[src/rtl/key_alu.sv]
// Three debounced pushbuttons driving a small W-bit ALU: go executes the
// current mode's operation, clr holds the result at zero, mode cycles ADD/SUB/ACC/CNT.
module key_alu #(
    parameter int W   = 8,
    parameter int DEB = 4
) (
    input  logic           clk,
    input  logic           rst_n,
    input  logic           key_go,
    input  logic           key_clr,
    input  logic           key_mode,
    input  logic [2*W-1:0] sw,
    output logic [2*W-1:0] LEDR,
    output logic [W-1:0]   LEDG,
    output logic           ovf,
    output logic [1:0]     mode
);

    localparam int CW = (DEB > 1) ? $clog2(DEB) : 1;
    localparam int K_GO   = 0;
    localparam int K_CLR  = 1;
    localparam int K_MODE = 2;

    localparam logic [1:0] M_ADD = 2'd0;
    localparam logic [1:0] M_SUB = 2'd1;
    localparam logic [1:0] M_ACC = 2'd2;
    localparam logic [1:0] M_CNT = 2'd3;

    logic [2:0]          sync1_q, sync1_d;
    logic [2:0]          sync2_q, sync2_d;
    logic [2:0]          lvl_q, lvl_d;
    logic [2:0]          pulse_q, pulse_d;
    logic [2:0][CW-1:0]  cnt_q, cnt_d;
    logic [W-1:0]        ledg_q, ledg_d;
    logic                ovf_q, ovf_d;
    logic [1:0]          mode_q, mode_d;

    logic [W:0] a_ext, b_ext, add_r, sub_r, acc_r, inc_r;

    // Debounce: the counter only runs while the synchronised sample disagrees
    // with the accepted level; DEB disagreeing samples in a row flip the level.
    always_comb begin
        sync1_d = {key_mode, key_clr, key_go};
        sync2_d = sync1_q;
        lvl_d   = lvl_q;
        cnt_d   = '0;
        for (int k = 0; k < 3; k++) begin
            if (sync2_q[k] != lvl_q[k]) begin
                if (cnt_q[k] == CW'(DEB - 1)) begin
                    lvl_d[k] = sync2_q[k];
                end else begin
                    cnt_d[k] = cnt_q[k] + CW'(1);
                end
            end
        end
        pulse_d = lvl_q & ~lvl_d;
    end

    always_comb begin
        a_ext = {1'b0, sw[2*W-1:W]};
        b_ext = {1'b0, sw[W-1:0]};
        add_r = a_ext + b_ext;
        sub_r = a_ext - b_ext;
        acc_r = {1'b0, ledg_q} + a_ext;
        inc_r = {1'b0, ledg_q} + (W+1)'(1);

        ledg_d = ledg_q;
        ovf_d  = ovf_q;
        mode_d = mode_q;
        if (pulse_q[K_MODE]) begin
            mode_d = mode_q + 2'd1;
        end
        // The operation always uses the pre-advance mode_q.
        if (!lvl_q[K_CLR]) begin
            ledg_d = '0;
            ovf_d  = 1'b0;
        end else if (pulse_q[K_GO]) begin
            case (mode_q)
                M_ADD: begin ledg_d = add_r[W-1:0]; ovf_d = add_r[W];          end
                M_SUB: begin ledg_d = sub_r[W-1:0]; ovf_d = sub_r[W];          end
                M_ACC: begin ledg_d = acc_r[W-1:0]; ovf_d = ovf_q | acc_r[W];  end
                M_CNT: begin ledg_d = inc_r[W-1:0]; ovf_d = ovf_q | inc_r[W];  end
                default: begin ledg_d = ledg_q; ovf_d = ovf_q; end
            endcase
        end
    end

    always_ff @(posedge clk or negedge rst_n) begin
        if (!rst_n) begin
            sync1_q <= '1;
            sync2_q <= '1;
            lvl_q   <= '1;
            pulse_q <= '0;
            cnt_q   <= '0;
            ledg_q  <= '0;
            ovf_q   <= 1'b0;
            mode_q  <= M_ADD;
        end else begin
            sync1_q <= sync1_d;
            sync2_q <= sync2_d;
            lvl_q   <= lvl_d;
            pulse_q <= pulse_d;
            cnt_q   <= cnt_d;
            ledg_q  <= ledg_d;
            ovf_q   <= ovf_d;
            mode_q  <= mode_d;
        end
    end

    assign LEDR = sw;
    assign LEDG = ledg_q;
    assign ovf  = ovf_q;
    assign mode = mode_q;

endmodule

[config.mk]
export PLATFORM = sky130hd
export DESIGN_NAME = key_alu
export DESIGN_NICKNAME = d
export VERILOG_FILES = /design/src/rtl/key_alu.sv
export SDC_FILE = /design/constraint.sdc
export NUM_CORES = 1
export LEC_CHECK = 0
export CAP_MARGIN = 0
export CORE_ASPECT_RATIO = 0.9
export CORE_MARGIN = 4
export CORE_UTILIZATION = 48
export DETAILED_ROUTE_END_ITERATION = 7
export GPL_TIMING_DRIVEN = 0
export PLACE_DENSITY = 0.75
export SETUP_SLACK_MARGIN = 0.3
export SYNTH_ARGS = -nofsm -noshare
export SYNTH_HDL_FRONTEND = slang
export SYNTH_SLANG_ARGS = --single-unit
[constraint.sdc]
create_clock -name clk -period 1.8 [get_ports clk]
set_input_delay 0.27 -clock clk [delete_from_list [all_inputs] [get_ports clk]]
set_output_delay 0.27 -clock clk [all_outputs]
set_load 0.02 [all_outputs]
==> flow_metrics.py, run 1 <==
metrics = {
    "floorplanning": {
        "fp.dieH_um": 77.1,
        "dieArea_um2": 6540,
        "pin_count": 48,
        "core_area_um2": 4980,
        "die_w_um": 84.8,
        "initial_core_util": 0.512,
        "row_count": 24,
    },
    "cells_and_area": {
        "fin_cells": 435,
        "area_growth_pct": 49.2,
        "diodes": 0,
        "fin_area_um2": 3800,
        "layout.nets": 427,
        "filler_cell_count": 363,
        "drive_above_1_share": 0.400,
    },
    "clock_network": {
        "numClockSinks": 28,
        "cts_tree": "yes",
        "cts-root-buf": "clkbuf_8",
        "clock_path_buffers": 2,
        "cts_made_buffers": 3,
        "clock_latency_ns": 0.27,
        "htreeDepth": 1,
        "clk_pin_slew_worst_paths_ns": 0.10,
    },
    "synthesis": {
        "synthMuxAreaShare": 0.0255,
        "synth-seq-cells": 28,
        "synth_area_um2": 2550,
        "synthAdderAreaFrac": 0.181,
        "ys_types": 56,
        "synth-main-ff-cell": "dfrtp_1",
        "ys.warnings.count": 0,
        "syn-mean-instance-area_um2": 9.04,
        "async_reset_ff_frac": 1.00,
        "synth_seq_area_share": 0.279,
        "synth_simple_gate_area_frac": 0.139,
        "synth_fp_nets": 338,
        "synth_compound_area_frac": 0.216,
        "synth_edf_count": 0,
        "yosys.area_share.xor_xnor": 0.0618,
        "synth_top_family_by_area": "compound AO/OA/AOI/OAI gates",
        "netlist_instances": 282,
    },
    "setup_path": {
        "r2r-start": "LEDG[0]",
        "required_ns": 2.00,
        "worstRegToRegCells": 9,
        "arrival_ns": 2.22,
        "cp_max_fo": 2,
        "rrSetupSlack_ns": -0.22,
        "cp-end-kind": "register",
        "critPathKind": "reg -> reg",
        "r2r-end": "LEDG[7]",
        "critPathLaunchType": "register",
    },
    "place": {
        "dp_hpwl_um": 4780,
        "dp.cells": 394,
        "placed_area_um2": 3240,
        "io_buffers": 47,
        "place.gp.congestion": 0.836,
    },
    "grt": {
        "grt_start_max_net_pins": 29,
        "antenna_found_initial": 0,
        "grt_pass1_vias": 2439,
        "globalRouteOverflowTotal": 0,
        "grt.total_usage": 0.208,
        "grt_pass1_wl_um": 11200,
    },
    "power": {
        "ir_worst_vdd_mv": 0.697,
        "powerDensity_nw_per_um2": 756,
        "p_leak_nw": 1.78,
    },
    "sta": {
        "rsz0062_at_grt": "true",
        "slew_viol_final": 0,
        "finalSetupViolations": 8,
        "hold_viol": 0,
        "worst_pin_slew_ns": 1.20,
        "period_share": 1.12,
        "fmax_mhz": 495,
        "clock-skew-final_ns": 0.00305,
        "fin_crit_ns": 2.02,
        "slew_headroom": 0.201,
        "setup_slack_ns": -0.219,
    },
    "outcome": {
        "violations": "negative setup slack",
        "outcome": "finished, violations left",
    },
    "routing": {
        "vias": 2486,
        "wl_per_cell_um": 17.0,
        "wl_um": 7400,
        "route.detailed.drc": 0,
        "vias_per_cell": 5.71,
        "dr.pass1.iters": 5,
        "drtAntennaViolNets": 0,
        "drt_iter0_drc": 192,
    },
    "job": {
        "cap_violations": 0,
    },
    "hold_path": {
        "min_path_type": "in -> async",
    },
}
## critical path, stage by stage (launching register included)
cell	delay, ns
dfrtp_2	0.44
ha_4	0.17
buf_4	0.13
buf_6	0.11
a211oi_4	0.27
o21bai_2	0.12
o22ai_2	0.17
mux2i_1	0.22
a21oi_1	0.12
a31oi_1	0.19
## Yosys cell counts (5+ instances only)
cell type	count	area, um2
a21oi_1	14	70.1
a221oi_1	6	52.6
buf_4	16	120
clkbuf_1	5	18.8
dfrtp_1	19	475
dfstp_2	9	236
ha_1	32	400
inv_1	23	86.3
nand2_1	13	48.8
nand3_1	6	30.0
nor2_1	17	63.8
nor2b_1	10	62.6
nor3_1	5	25.0
o21ai_0	15	75.1
xnor2_1	10	87.6
xor2_1	8	70.1
## flip-flops by register name, indices dropped and copies added (netlist names), named ones only
name and count:
LEDG 8, cnt_q 6, sync1_q 3, sync2_q 3, lvl_q 2, mode 2
pulse_q 2, ovf 1
## cell families (layout without fill, tap and decap cells)
family | after synthesis | count (layout)
AO/OA/AOI/OAI | 78 | 78
XOR/XNOR | 18 | 18
adder cells (fa/ha/maj) | 35 | 35
buffers and inverters | 48 | 136
flip-flops | 28 | 28
multiplexers | 6 | 6
AND/OR/NAND/NOR | 69 | 69
## layout make-up
cell class                 count  area, um2  share of cell area
sequential                    28        719               0.189
multi-input combinational    206       1910               0.503
tap                           65       81.3              0.0214
clock inverter                 1       30.0             0.00789
clock buffer                   3       41.3              0.0109
buffer                        24        178              0.0467
inverter                      24        113              0.0296
timing repair buffer          84        728               0.191
## where the power goes
part	switching, mW	leakage, nW	total [mW]	internal, mW
clock	0.197	0.0357	0.495	0.298
combinational	0.814	1.41	1.52	0.709
sequential	0.0788	0.341	0.858	0.780
total	1.09	1.78	2.88	1.79
## worst max-delay path by stage
stage	slack, ns	startpoint	endpoint
after floorplan	-0.19	sw[8]	ovf
after global placement	-1.27	sw[8]	ovf
after detailed placement	-1.23	sw[8]	ovf
after CTS	-0.24	sw[8]	ovf
after global routing	-0.34	LEDG[0]	LEDG[7]
final	-0.22	LEDG[0]	LEDG[7]
## metal layers
layer | vias to the layer above | track usage | share of wire
li1 | 1168 | - | -
met1 | 1188 | 0.274 | 0.42
met2 | 107 | 0.352 | 0.48
met3 | 23 | 0.0472 | 0.073
met4 | 0 | 0.0348 | 0.030
met5 | - | 0 | 0
## what timing repair did
item                                   in CTS  in global routing
pin swaps                                  28                 26
setup endpoints to repair                  42                 22
endpoints found under the hold margin       0                  0
setup buffers                              25                 12
resized for setup                          98                 36
hold buffers                                0                  0
## through the flow
stage	worst slack (ns)	hold WS [ns]	util	total power, mW	TNS, ns
final	-0.219	0.352	0.763	2.88	-1.44
after global routing	-0.342	0.363	0.763	3.06	-2.05
after CTS	-0.240	0.360	0.735	2.67	-1.07
after detailed placement	-1.23	0.347	0.651	2.05	-8.23
after global placement	-1.27	0.345	0.651	2.03	-7.76
after floorplan	-0.186	-0.0256	-	1.68	-0.613
## placed cells by master, fill, tap and decap left out, types with 4 or more instances in the layout
master / Yosys / routed
a21oi_1: 14 / 12
a221oi_2: 0 / 4
buf_2: 1 / 4
buf_4: 16 / 52
buf_6: 1 / 4
clkbuf_2: 1 / 5
clkbuf_8: 0 / 4
clkdlybuf4s15_1: 0 / 4
clkdlybuf4s50_1: 0 / 9
dfrtp_1: 19 / 13
dfrtp_2: 0 / 6
dfstp_2: 9 / 9
dlygate4sd2_1: 0 / 18
dlymetal6s2s_1: 0 / 5
ha_1: 32 / 18
ha_4: 0 / 11
inv_1: 23 / 16
inv_2: 0 / 4
nand2_1: 13 / 13
nand3_1: 6 / 6
nor2_1: 17 / 14
nor2b_1: 10 / 10
nor3_1: 5 / 5
o21ai_0: 15 / 12
xnor2_1: 10 / 10
xor2_1: 8 / 8
No activity file was read; power rests on OpenSTA's default activity.
==> inputs of run 2 (changes only) <==
--- a/config.mk
+++ b/config.mk
@@ -8,10 +8,10 @@
 export CAP_MARGIN = 0
 export CORE_ASPECT_RATIO = 0.9
 export CORE_MARGIN = 4
-export CORE_UTILIZATION = 48
+export CORE_UTILIZATION = 45
 export DETAILED_ROUTE_END_ITERATION = 7
 export GPL_TIMING_DRIVEN = 0
-export PLACE_DENSITY = 0.75
+export PLACE_DENSITY = 0.71
 export SETUP_SLACK_MARGIN = 0.3
 export SYNTH_ARGS = -nofsm -noshare
 export SYNTH_HDL_FRONTEND = slang
==> constraint.sdc (replaced) <==
create_clock -name clk -period 1.8 [get_ports clk]
set_input_delay 0.27 -clock clk [delete_from_list [all_inputs] [get_ports clk]]
set_output_delay 0.27 -clock clk [all_outputs]
set_load 0.005 [all_outputs]
==> flow_metrics.py, run 2 (same netlist as run 1, synthesis figures left out) <==
metrics = {
    "outcome": {
        "outcome": "finished, violations left",
        "violations": "negative setup slack",
    },
    "setup_path": {
        "arrival_ns": 2.17,
        "r2r-end": "ovf",
        "cp_max_fo": 4,
        "required_ns": 1.97,
        "cp-end-kind": "register",
        "rrSetupSlack_ns": -0.20,
        "critPathLaunchType": "input port",
        "critPathKind": "in -> reg",
        "worstRegToRegCells": 8,
        "r2r-start": "LEDG[0]",
    },
    "routing": {
        "drtAntennaViolNets": 0,
        "wl_met1_um": 3040,
        "vias_per_cell": 5.61,
        "wl_um": 6710,
        "drt_iter0_drc": 144,
        "route.detailed.drc": 0,
        "met3_length_um": 384,
        "vias": 2386,
        "wl_met2_um": 3250,
        "highest_layer": "met4",
        "dr.pass1.iters": 5,
        "wl_per_cell_um": 15.8,
    },
    "power": {
        "power.total_mw": 2.62,
        "ir_worst_vdd_mv": 0.621,
        "powerDensity_nw_per_um2": 698,
        "p_leak_nw": 1.71,
    },
    "sta": {
        "rsz0062_at_grt": "true",
        "clock-skew-final_ns": 0.00409,
        "worst_pin_slew_ns": 0.424,
        "fmax_mhz": 499,
        "hold_viol": 0,
        "slew_headroom": 0.717,
        "slew_viol_final": 0,
        "holdWs_ns": 0.0274,
        "fin_crit_ns": 2.00,
        "setup_slack_ns": -0.203,
        "finalSetupViolations": 8,
        "period_share": 1.11,
    },
    "place": {
        "place.gp.congestion": 0.872,
        "pre_cts_ws_ns": -1.24,
        "io_buffers": 47,
        "placed_area_um2": 3230,
        "dp_hpwl_um": 4850,
    },
    "grt": {
        "globalRouteOverflowTotal": 0,
        "grt_start_max_net_pins": 29,
        "grt.total_usage": 0.198,
        "antenna_found_initial": 0,
        "grt_pass1_vias": 2261,
        "grt_pass1_wl_um": 11100,
    },
    "floorplanning": {
        "row_count": 25,
        "initial_core_util": 0.474,
        "die_w_um": 87.4,
        "dieArea_um2": 6940,
        "core_area_um2": 5380,
        "pin_count": 48,
        "fp.dieH_um": 79.4,
    },
    "clock_network": {
        "clock_path_buffers": 2,
        "cts-root-buf": "clkbuf_8",
        "cts_tree": "yes",
        "htreeDepth": 1,
        "cts_made_buffers": 3,
        "clk_pin_slew_worst_paths_ns": 0.09,
        "ctsHoldBuffers": 0,
        "numClockSinks": 28,
        "clock_latency_ns": 0.27,
    },
    "cells_and_area": {
        "diodes": 0,
        "seq_area_um2": 718,
        "layout_common_cells": "buf_4, clkdlybuf4s50_1, inv_1, ha_1",
        "area_growth_pct": 47.1,
        "fin_area_um2": 3750,
        "drive_above_1_share": 0.377,
        "layout.nets": 415,
        "multi_input_area_um2": 1900,
        "final_common_cell": "buf_4",
        "fin_util": 0.697,
        "filler_cell_count": 439,
        "largest_register_ffs": 8,
    },
    "hold_path": {
        "min_path_type": "in -> async",
    },
    "job": {
        "cap_violations": 0,
    },
}
## run 2: routing by layer
metal / vias up / global-route usage
met5: - / 0
met4: 0 / 0.0307
met3: 2 / 0.0299
met2: 79 / 0.313
met1: 1152 / 0.291
li1: 1153 / -
## run 2: worst max-delay path by stage
stage               cells after the start  startpoint      end
floorplan                              10       sw[8]      ovf
detailed placement                      9       sw[8]      ovf
global route                           12       sw[8]  LEDG[4]
global placement                        9       sw[8]      ovf
CTS                                    11       sw[8]      ovf
finish                                 12       sw[8]  LEDG[4]
## run 2: area by class of cell
type                       count  area share
buffer                        24      0.0494
multi-input combinational    206       0.507
sequential                    28       0.192
tap                           67      0.0224
inverter                      24      0.0290
clock buffer                   4      0.0147
timing repair buffer          72       0.187
## run 2: through the flow
stage / setup TNS, ns / std cells
after floorplan: -0.510 / 282
after global placement: -7.15 / 396
after detailed placement: -7.43 / 396
after CTS: -0.819 / 419
after global routing: -1.55 / 425
final: -0.847 / 425
## run 2: timing repair
| item | CTS | global route |
|---|---|---|
| buffers inserted | 19 | 5 |
| endpoints found under the setup margin | 37 | 15 |
| resized for setup | 98 | 23 |
| pin swaps | 24 | 23 |
## run 2: worst max-delay path, stage by stage
cell      delay [ns]
buf_12          0.12
inv_12          0.04
ha_4            0.12
inv_2           0.04
fa_2            0.39
buf_6           0.14
a21o_2          0.18
a211oi_2        0.23
nor2_2          0.07
a221oi_2        0.30
a221oi_2        0.10
o21a_1          0.17
## run 2: report_power, final
group / switching [mW] / total, mW / leakage, nW / internal, mW
sequential: 0.0776 / 0.857 / 0.343 / 0.780
combinational: 0.717 / 1.38 / 1.34 / 0.660
clock: 0.186 / 0.382 / 0.0288 / 0.196
total: 0.981 / 2.62 / 1.71 / 1.63
